[src/rtl/song_mem_arbiter_if.sv]
// Song BRAM arbiter bus: two read requesters (audio, metadata) plus the memory read port.
// The arbiter takes the slave side; requesters and memory sit on the master side.
interface song_mem_arbiter_if #(
    parameter int ADDR_W = 16,
    parameter int DATA_W = 16
);
    logic              aud_req;
    logic [ADDR_W-1:0] aud_addr;
    logic              aud_ack;
    logic              aud_valid;
    logic [DATA_W-1:0] aud_data;

    logic              md_req;
    logic [ADDR_W-1:0] md_addr;
    logic              md_ack;
    logic              md_valid;
    logic [DATA_W-1:0] md_data;

    logic              mem_en;
    logic [ADDR_W-1:0] mem_addr;
    logic [DATA_W-1:0] mem_data;

    logic              busy;

    modport slave (
        input  aud_req, aud_addr, md_req, md_addr, mem_data,
        output aud_ack, aud_valid, aud_data, md_ack, md_valid, md_data,
        output mem_en, mem_addr, busy
    );

    modport master (
        output aud_req, aud_addr, md_req, md_addr, mem_data,
        input  aud_ack, aud_valid, aud_data, md_ack, md_valid, md_data,
        input  mem_en, mem_addr, busy
    );
endinterface

[src/rtl/song_mem_arbiter.sv]
// Shares the song BRAM read port between the audio fetcher (priority) and the metadata
// fetcher, one read in flight at a time, with a starvation limit protecting metadata.
//
// state     | meaning
// ST_IDLE   | no read in flight; arbitrate on incoming requests
// ST_ISSUE  | one cycle: mem_en, latched address, winner's ack
// ST_WAIT   | count down the memory read latency, capture read data on the last cycle
// ST_RETURN | winner's valid pulse; arbitrate again in the same cycle
module song_mem_arbiter #(
    parameter int ADDR_W     = 16,
    parameter int DATA_W     = 16,
    parameter int RD_LAT     = 2,
    parameter int MAX_STARVE = 4
) (
    input  logic               clk,
    input  logic               reset,
    song_mem_arbiter_if.slave  bus
);
    typedef enum logic [1:0] {
        ST_IDLE,
        ST_ISSUE,
        ST_WAIT,
        ST_RETURN
    } state_t;

    state_t            state_q;
    state_t            state_d;
    logic              win_md_q;
    logic [ADDR_W-1:0] addr_q;
    logic [2:0]        lat_q;
    logic [3:0]        starve_q;
    logic [DATA_W-1:0] aud_data_q;
    logic [DATA_W-1:0] md_data_q;

    logic arb_point;
    logic any_req;
    logic pick_md;
    logic grant;
    logic capture;

    assign arb_point = (state_q == ST_IDLE) || (state_q == ST_RETURN);
    assign any_req   = bus.aud_req || bus.md_req;
    // Audio keeps priority until metadata has watched MAX_STARVE audio grants go by.
    assign pick_md   = bus.md_req && (!bus.aud_req || (starve_q == 4'(MAX_STARVE)));
    assign grant     = arb_point && any_req;
    assign capture   = (state_q == ST_WAIT) && (lat_q == 3'd1);

    always_comb begin
        state_d = state_q;
        case (state_q)
            ST_IDLE:   if (any_req) state_d = ST_ISSUE;
            ST_ISSUE:  state_d = ST_WAIT;
            ST_WAIT:   if (lat_q == 3'd1) state_d = ST_RETURN;
            ST_RETURN: state_d = any_req ? ST_ISSUE : ST_IDLE;
            default:   state_d = ST_IDLE;
        endcase
    end

    always_ff @(posedge clk or posedge reset) begin
        if (reset) begin
            state_q    <= ST_IDLE;
            win_md_q   <= 1'b0;
            addr_q     <= '0;
            lat_q      <= '0;
            starve_q   <= '0;
            aud_data_q <= '0;
            md_data_q  <= '0;
        end else begin
            state_q <= state_d;
            if (grant) begin
                win_md_q <= pick_md;
                addr_q   <= pick_md ? bus.md_addr : bus.aud_addr;
                if (pick_md || !bus.md_req)
                    starve_q <= '0;
                else if (starve_q != 4'(MAX_STARVE))
                    starve_q <= starve_q + 4'd1;
            end
            if (state_q == ST_ISSUE)
                lat_q <= 3'(RD_LAT);
            else if (state_q == ST_WAIT)
                lat_q <= lat_q - 3'd1;
            if (capture) begin
                if (win_md_q)
                    md_data_q <= bus.mem_data;
                else
                    aud_data_q <= bus.mem_data;
            end
        end
    end

    assign bus.aud_ack   = (state_q == ST_ISSUE)  && !win_md_q;
    assign bus.md_ack    = (state_q == ST_ISSUE)  &&  win_md_q;
    assign bus.aud_valid = (state_q == ST_RETURN) && !win_md_q;
    assign bus.md_valid  = (state_q == ST_RETURN) &&  win_md_q;
    assign bus.aud_data  = aud_data_q;
    assign bus.md_data   = md_data_q;
    assign bus.mem_en    = (state_q == ST_ISSUE);
    assign bus.mem_addr  = addr_q;
    assign bus.busy      = (state_q != ST_IDLE);
endmodule

[src/flat_wrapper.sv]
// flat-port wrapper written by rule: the top's interface ports become plain ports
module song_mem_arbiter_flat 
#(
    parameter int ADDR_W     = 16,
    parameter int DATA_W     = 16,
    parameter int RD_LAT     = 2,
    parameter int MAX_STARVE = 4
)
  (clk, reset, bus_aud_req, bus_aud_addr, bus_md_req, bus_md_addr, bus_mem_data, bus_aud_ack, bus_aud_valid, bus_aud_data, bus_md_ack, bus_md_valid, bus_md_data, bus_mem_en, bus_mem_addr, bus_busy);
  song_mem_arbiter_if #(.ADDR_W(ADDR_W), .DATA_W(DATA_W)) bus_i ();
  input  logic clk;
  input  logic reset;
  input wire logic [$bits(bus_i.aud_req)-1:0] bus_aud_req;
  input wire logic [$bits(bus_i.aud_addr)-1:0] bus_aud_addr;
  input wire logic [$bits(bus_i.md_req)-1:0] bus_md_req;
  input wire logic [$bits(bus_i.md_addr)-1:0] bus_md_addr;
  input wire logic [$bits(bus_i.mem_data)-1:0] bus_mem_data;
  output wire logic [$bits(bus_i.aud_ack)-1:0] bus_aud_ack;
  output wire logic [$bits(bus_i.aud_valid)-1:0] bus_aud_valid;
  output wire logic [$bits(bus_i.aud_data)-1:0] bus_aud_data;
  output wire logic [$bits(bus_i.md_ack)-1:0] bus_md_ack;
  output wire logic [$bits(bus_i.md_valid)-1:0] bus_md_valid;
  output wire logic [$bits(bus_i.md_data)-1:0] bus_md_data;
  output wire logic [$bits(bus_i.mem_en)-1:0] bus_mem_en;
  output wire logic [$bits(bus_i.mem_addr)-1:0] bus_mem_addr;
  output wire logic [$bits(bus_i.busy)-1:0] bus_busy;
  assign bus_i.aud_req = bus_aud_req;
  assign bus_i.aud_addr = bus_aud_addr;
  assign bus_i.md_req = bus_md_req;
  assign bus_i.md_addr = bus_md_addr;
  assign bus_i.mem_data = bus_mem_data;
  assign bus_aud_ack = bus_i.aud_ack;
  assign bus_aud_valid = bus_i.aud_valid;
  assign bus_aud_data = bus_i.aud_data;
  assign bus_md_ack = bus_i.md_ack;
  assign bus_md_valid = bus_i.md_valid;
  assign bus_md_data = bus_i.md_data;
  assign bus_mem_en = bus_i.mem_en;
  assign bus_mem_addr = bus_i.mem_addr;
  assign bus_busy = bus_i.busy;
  song_mem_arbiter #(.ADDR_W(ADDR_W), .DATA_W(DATA_W), .RD_LAT(RD_LAT), .MAX_STARVE(MAX_STARVE)) u_core (.clk(clk), .reset(reset), .bus(bus_i));
endmodule
[config.mk]
export PLATFORM = sky130hd
export DESIGN_NAME = song_mem_arbiter_flat
export DESIGN_NICKNAME = d
export VERILOG_FILES = /design/src/rtl/song_mem_arbiter_if.sv /design/src/rtl/song_mem_arbiter.sv /design/src/flat_wrapper.sv
export SDC_FILE = /design/constraint.sdc
export NUM_CORES = 1
export LEC_CHECK = 0
export CAP_MARGIN = 5
export CORE_MARGIN = 1
export CORE_UTILIZATION = 44
export CTS_CLUSTER_DIAMETER = 150
export DETAILED_ROUTE_END_ITERATION = 6
export MAX_ROUTING_LAYER = met4
export PLACE_DENSITY = 0.89
export SETUP_SLACK_MARGIN = 0.4
export SYNTH_ARGS = -nofsm -noshare
export SYNTH_HDL_FRONTEND = slang
export SYNTH_SLANG_ARGS = --single-unit
export TNS_END_PERCENT = 10
[constraint.sdc]
create_clock -name clk -period 1.9 [get_ports clk]
set_input_delay 0.285 -clock clk [delete_from_list [all_inputs] [get_ports clk]]
set_output_delay 0.285 -clock clk [all_outputs]
set_load 0.05 [all_outputs]
### Yosys cells after proc, flatten, opt, wreduce, memory -nomap -nowiden

Index checks and enable logic that the tools add are counted.

| storage, ports and cells | value |
|---|---|
| logic and storage cells | 49 |
| register bits after elaboration | 58 |

| cells by class | value |
|---|---|
| $add $sub $neg | 2 |
| muxes and demuxes | 9 |
| eq/ne operators | 8 |
| bitwise logic cells | 1 |
| reduce and logical (&&, ||, !) cells | 22 |

Operators by type and width:

| kind | count |
|---|---|
| $mux W16 | 1 |
| $mux W4 | 2 |
| $pmux W2 S4 | 1 |
| $reduce_and A2 Y1 | 4 |
| $logic_and A1 B1 Y1 | 7 |
| $mux W3 | 2 |
| $reduce_bool A2 Y1 | 3 |
| $add A4 B1 Y4 const B | 1 |
| $eq A2 B2 Y1 const B | 2 |
| $eq A4 B3 Y1 const B | 1 |
| $logic_or A1 B1 Y1 | 4 |
| $mux W2 | 2 |
| $ne A2 B1 Y1 const B | 2 |
| $ne A4 B3 Y1 const B | 1 |
| $eq A3 B1 Y1 const B | 1 |
| $logic_not A1 Y1 | 3 |
| $sub A3 B1 Y3 const B | 1 |
| $eq A2 B1 Y1 const B | 1 |
| $logic_not A2 Y1 | 1 |
| $mux W1 | 1 |
| $not A1 Y1 | 1 |

### Longest topological paths before layout

| depth | value |
|---|---|
| word-level depth | 6 |
| mapped depth | 8 |

### Least setup slack after synthesis

Ideal clock, no wire load.

| timing | value |
|---|---|
| path kind | register -> output |
| start point | register u_core.state_q[1] |
| end point | output port bus_aud_ack |
| data arrival time | 1.822 ns |
| slack | -0.207 ns |
| stages on the path, launching flop included | 4 |
| data required time | 1.615 ns |
| path through | dfrtp_1 -> inv_1 -> ha_1 -> nor2b_1 |

| between the ends | value |
|---|---|
| cells in the longest elaborated chain, start to end | 2 |

Ends and longest elaborated chain:

| element | line | source |
|---|---|---|
| from (decl) | song_mem_arbiter.sv:26 | `state_t state_q;` |
| from (signal assigned) | song_mem_arbiter.sv:69 | `state_q <= state_d;` |
| $eq A2 B1 Y1 | n/a |  |
| net bus_mem_en | flat_wrapper.sv:24 | `output wire logic [$bits(bus_i.mem_en)-1:0] bus_mem_en;` |
| $logic_and A1 B1 Y1 | song_mem_arbiter.sv:91 | `assign bus.aud_ack = (state_q == ST_ISSUE) && !win_md_q;` |
| to (decl) | flat_wrapper.sv:18 | `output wire logic [$bits(bus_i.aud_ack)-1:0] bus_aud_ack;` |

The timed path passes the listed nets, and every way through them passes these cells.

### Final worst setup path

| timing | value |
|---|---|
| start point | register u_core.md_data_q[8], in the netlist u_core.bus.md_data[8] |
| end point | output port bus_md_data[8] |

RTL lines:

| element | line | source |
|---|---|---|
| from (decl) | song_mem_arbiter.sv:33 | `logic [DATA_W-1:0] md_data_q;` |
| from (signal assigned) | song_mem_arbiter.sv:84 | `md_data_q <= bus.mem_data;` |
| to (decl) | flat_wrapper.sv:23 | `output wire logic [$bits(bus_i.md_data)-1:0] bus_md_data;` |

No word-level cell between the ends.

==> impl_results.md <==
* Status: finished, final reports clean
* # DRC at 0
* Leading area contributor after synthesis: dfrtp_1
* Critical-path cell list: clkdlybuf4s50_1
* Post-route setup TNS at 0 ns
* ANT cells at 0
* Post-Synth Adder-Cell Area at 0.04087
* Syn avg cell area at 11.88 sq um
* FF+latch count, synth at 58
* Final net count at 424
* Cell family with most CP delay: buffers and inverters
* Ranking of synthesized cells by area: dfrtp_1 53%, mux2_2 13%, nand2_1 5.4%
* Mux cell area share after synthesis at 0.1385
* Syn_nets at 293
* Kind of end point of the critical path: primary output
* Maximum VDD drop at 1.131 mV
* Part of the cycle the worst path needs at 0.9287
* RSZ-0062 raised after global routing: yes
* Skew final at 0.01452 ns
* Starting Density at 0.4599
* DR vias at 2,421
* FFs w/ async S/R, synth at 1.000
* I/O pins at 106
* CTS Hold Bufs at 0
* Via/cell ratio at 5.465
* Number of distinct library cells after synthesis at 34
* Worst min path class: input port to async pin
* Hold Vio Cnt, Final at 0
* Synth Instances at 232
* Final std cells w/o fill at 443
* Startpoint Class: flip-flop
* Max_cap viols at 0
* Port Buf Inserts at 105
* Fin util at 0.7740
* Total gr overflow at 0
* Die Span Y at 81.13 microns
* Area grow syn2layout at 68.30%
* Synth Area in Compound Gates at 0.09809
* Drt pass-1 iters at 4
* Die W at 81.13 microns
* Area share of the largest cell type after synthesis at 0.5268
* CP startpoint: u_core.bus.md_data[8]
* DRT iter0 DRCs at 142
* FMAX at 566.7 MHz
* Root Buffer: clkbuf_8
* Worst rel slew slack at 0.6514
* Reg-to-Reg Start: u_core.state_q[0]
* First-pass GRT wire length at 12.18 mm
* Largest net degree at the start of global routing at 25
* Top-count cell post-synth: dfrtp_1
* Syn. warnings at 0
* Crit path max fanout at 2
* Layout cells sized above 1 at 0.3179
* Worst path max stage delay at 0.81 ns
* Core ar. at 0.005991 sq mm
* Routability cong. at 0.7477
* Seq/Total Area, Yosys at 0.5268
* Final Max Slew Viols at 0
* Vias in the first global route at 2,473
* Minimum hold slack at 0.3347 ns
* Avg WL per Cell at 17.52 microns
* TritonCTS Buffers at 9
* Placed Cells at 409
* WP buf/inv at 1
* Final ANT Viol Nets at 0
* Fin crit period at 1.765 ns
* # rows at 28
* Gr usage total at 0.2595
* Setup-failing EPs final at 0
* Mapped Area at 0.002755 sq mm
* Worst-path clk slew at 0.07 ns
* Worst Max-Slew Pin Slew at 0.5250 ns
* Clock Sinks at 58
* Largest family of logic cells by synthesized area: simple AND/OR/NAND/NOR gates
* Xor/xnor share of the synthesized area at 0
* Fillers at 358
* Slowest cell on the critical path: clkdlybuf4s50_1
* Synth cell count leaders: 58 x dfrtp_1, 40 x nand2_1, 33 x mux2_2
* Top_reg_cell synth: dfrtp_1
* Initial antenna violation count at 0
* Crit path DAT at 1.48 ns
* FF-to-FF End: u_core.starve_q[3]
* Clock Latency Late Sink at 0.33 ns
* Post-Synth Simple-Gate Area at 0.1508
* Leak at 2.188 nW
* CP Data Required Time at 1.62 ns
* CTS tree: done
* EDFF count, synth at 0
* Flop2flop setup slack at 0.14 ns
* Post-detail-place hpwl at 4.935 mm
* Die area at 0.006582 sq mm
* Pwr Density at 2174 mW/mm^2
* Worst R2R Path Depth at 8
* Drt total wl at 7.763 mm
* Htree depth at 3
* Clk buf depth at 2
* WS Path Type: flip-flop to primary output
==> power breakdown <==
group          internal, W  switching (W)  total, W
Combinational      0.00296        0.00372   0.00668
Clock             0.000710       0.000475   0.00119
Sequential         0.00183       0.000379   0.00221
==> metal layers <==
layer,vias to the layer above,global-route usage,wire length [microns]
li1,1097,-,-
met1,1191,0.3055,3127
met2,110,0.4261,3981
met3,23,0.06180,479
met4,0,0.1054,174
met5,-,-,0
==> layout make-up <==
type                       instances  area [sq um]  share of cell area
multi-input combinational        151          1276              0.2752
tap                               75         93.84             0.02024
timing repair buffer             134          1563              0.3370
clock buffer                      12         165.2             0.03562
clock inverter                     4         48.80             0.01052
inverter                           9         37.54            0.008095
sequential                        58          1453              0.3133
==> state kept, by name, indices dropped and copies added, names as in the netlist <==
| name | flops |
|---|---|
| u_core.win_md_q | 1 |
| u_core.bus.md_data | 16 |
| u_core.starve_q | 4 |
| u_core.bus.aud_data | 16 |
| u_core.bus.mem_addr | 16 |
| u_core.lat_q | 3 |
| u_core.state_q | 2 |
==> how the worst max path moves through the flow <==
stage,to,slack [ns],cells after the start
floorplan,u_core.bus.aud_data[10],0.23,6
global placement,u_core.bus.mem_addr[10],0.02,4
detailed placement,u_core.bus.mem_addr[12],-0.02,4
CTS,bus_aud_data[1],0.12,1
global route,u_core.bus.mem_addr[12],0.09,9
finish,bus_md_data[8],0.14,1
==> worst reg2reg max path, cell delays in order, from the launching register on <==
cell       delay [ns]
dfrtp_2          0.44
inv_2            0.09
buf_6            0.10
ha_4             0.19
buf_6            0.11
o21bai_4         0.24
buf_12           0.18
nand4bb_1        0.18
mux2i_1          0.15
==> timing repair <==
| item | 4_1_cts | 5_1_grt |
|---|---|---|
| setup buffers | 10 | 1 |
| hold endpoints to repair | 0 | 0 |
| cloned | 7 | 0 |
| setup endpoints to repair | 108 | 109 |
| resized for setup | 59 | 11 |
| pin swaps | 18 | 1 |
==> layout by cell type (no fill, tap or decap), types with 3 or more instances in the layout <==
cell | synthesis | routed
clkdlybuf4s50_1 | 0 | 61
dfrtp_1 | 58 | 57
mux2_2 | 33 | 33
nand2_1 | 40 | 32
dlygate4sd2_1 | 0 | 30
nand4_1 | 17 | 17
buf_12 | 0 | 13
clkbuf_8 | 0 | 12
buf_4 | 0 | 10
o211ai_2 | 9 | 9
dlymetal6s2s_1 | 0 | 8
o211ai_1 | 7 | 7
inv_1 | 9 | 6
nand2_2 | 0 | 6
ha_1 | 9 | 6
buf_16 | 0 | 6
buf_6 | 4 | 5
o21ai_0 | 4 | 4
nor2_1 | 3 | 3
==> stage by stage <==
step                      worst slack, ns  power [W]  instance area, sq um
final                              0.1354    0.01008                  4637
after global routing              0.08579    0.01055                  4637
after CTS                          0.1223   0.009984                  4597
after detailed placement         -0.02182   0.007623                  4018
after global placement            0.02190   0.007445                  4018
after floorplan                    0.2274   0.005823                  2798
==> kinds of logic after synthesis <==
logic type	after synthesis
simple gates	77
flops	58
mux	34
compound gates	31
buf+inv	23
fa+ha+maj	9
Power figures use the tool's default switching activity.
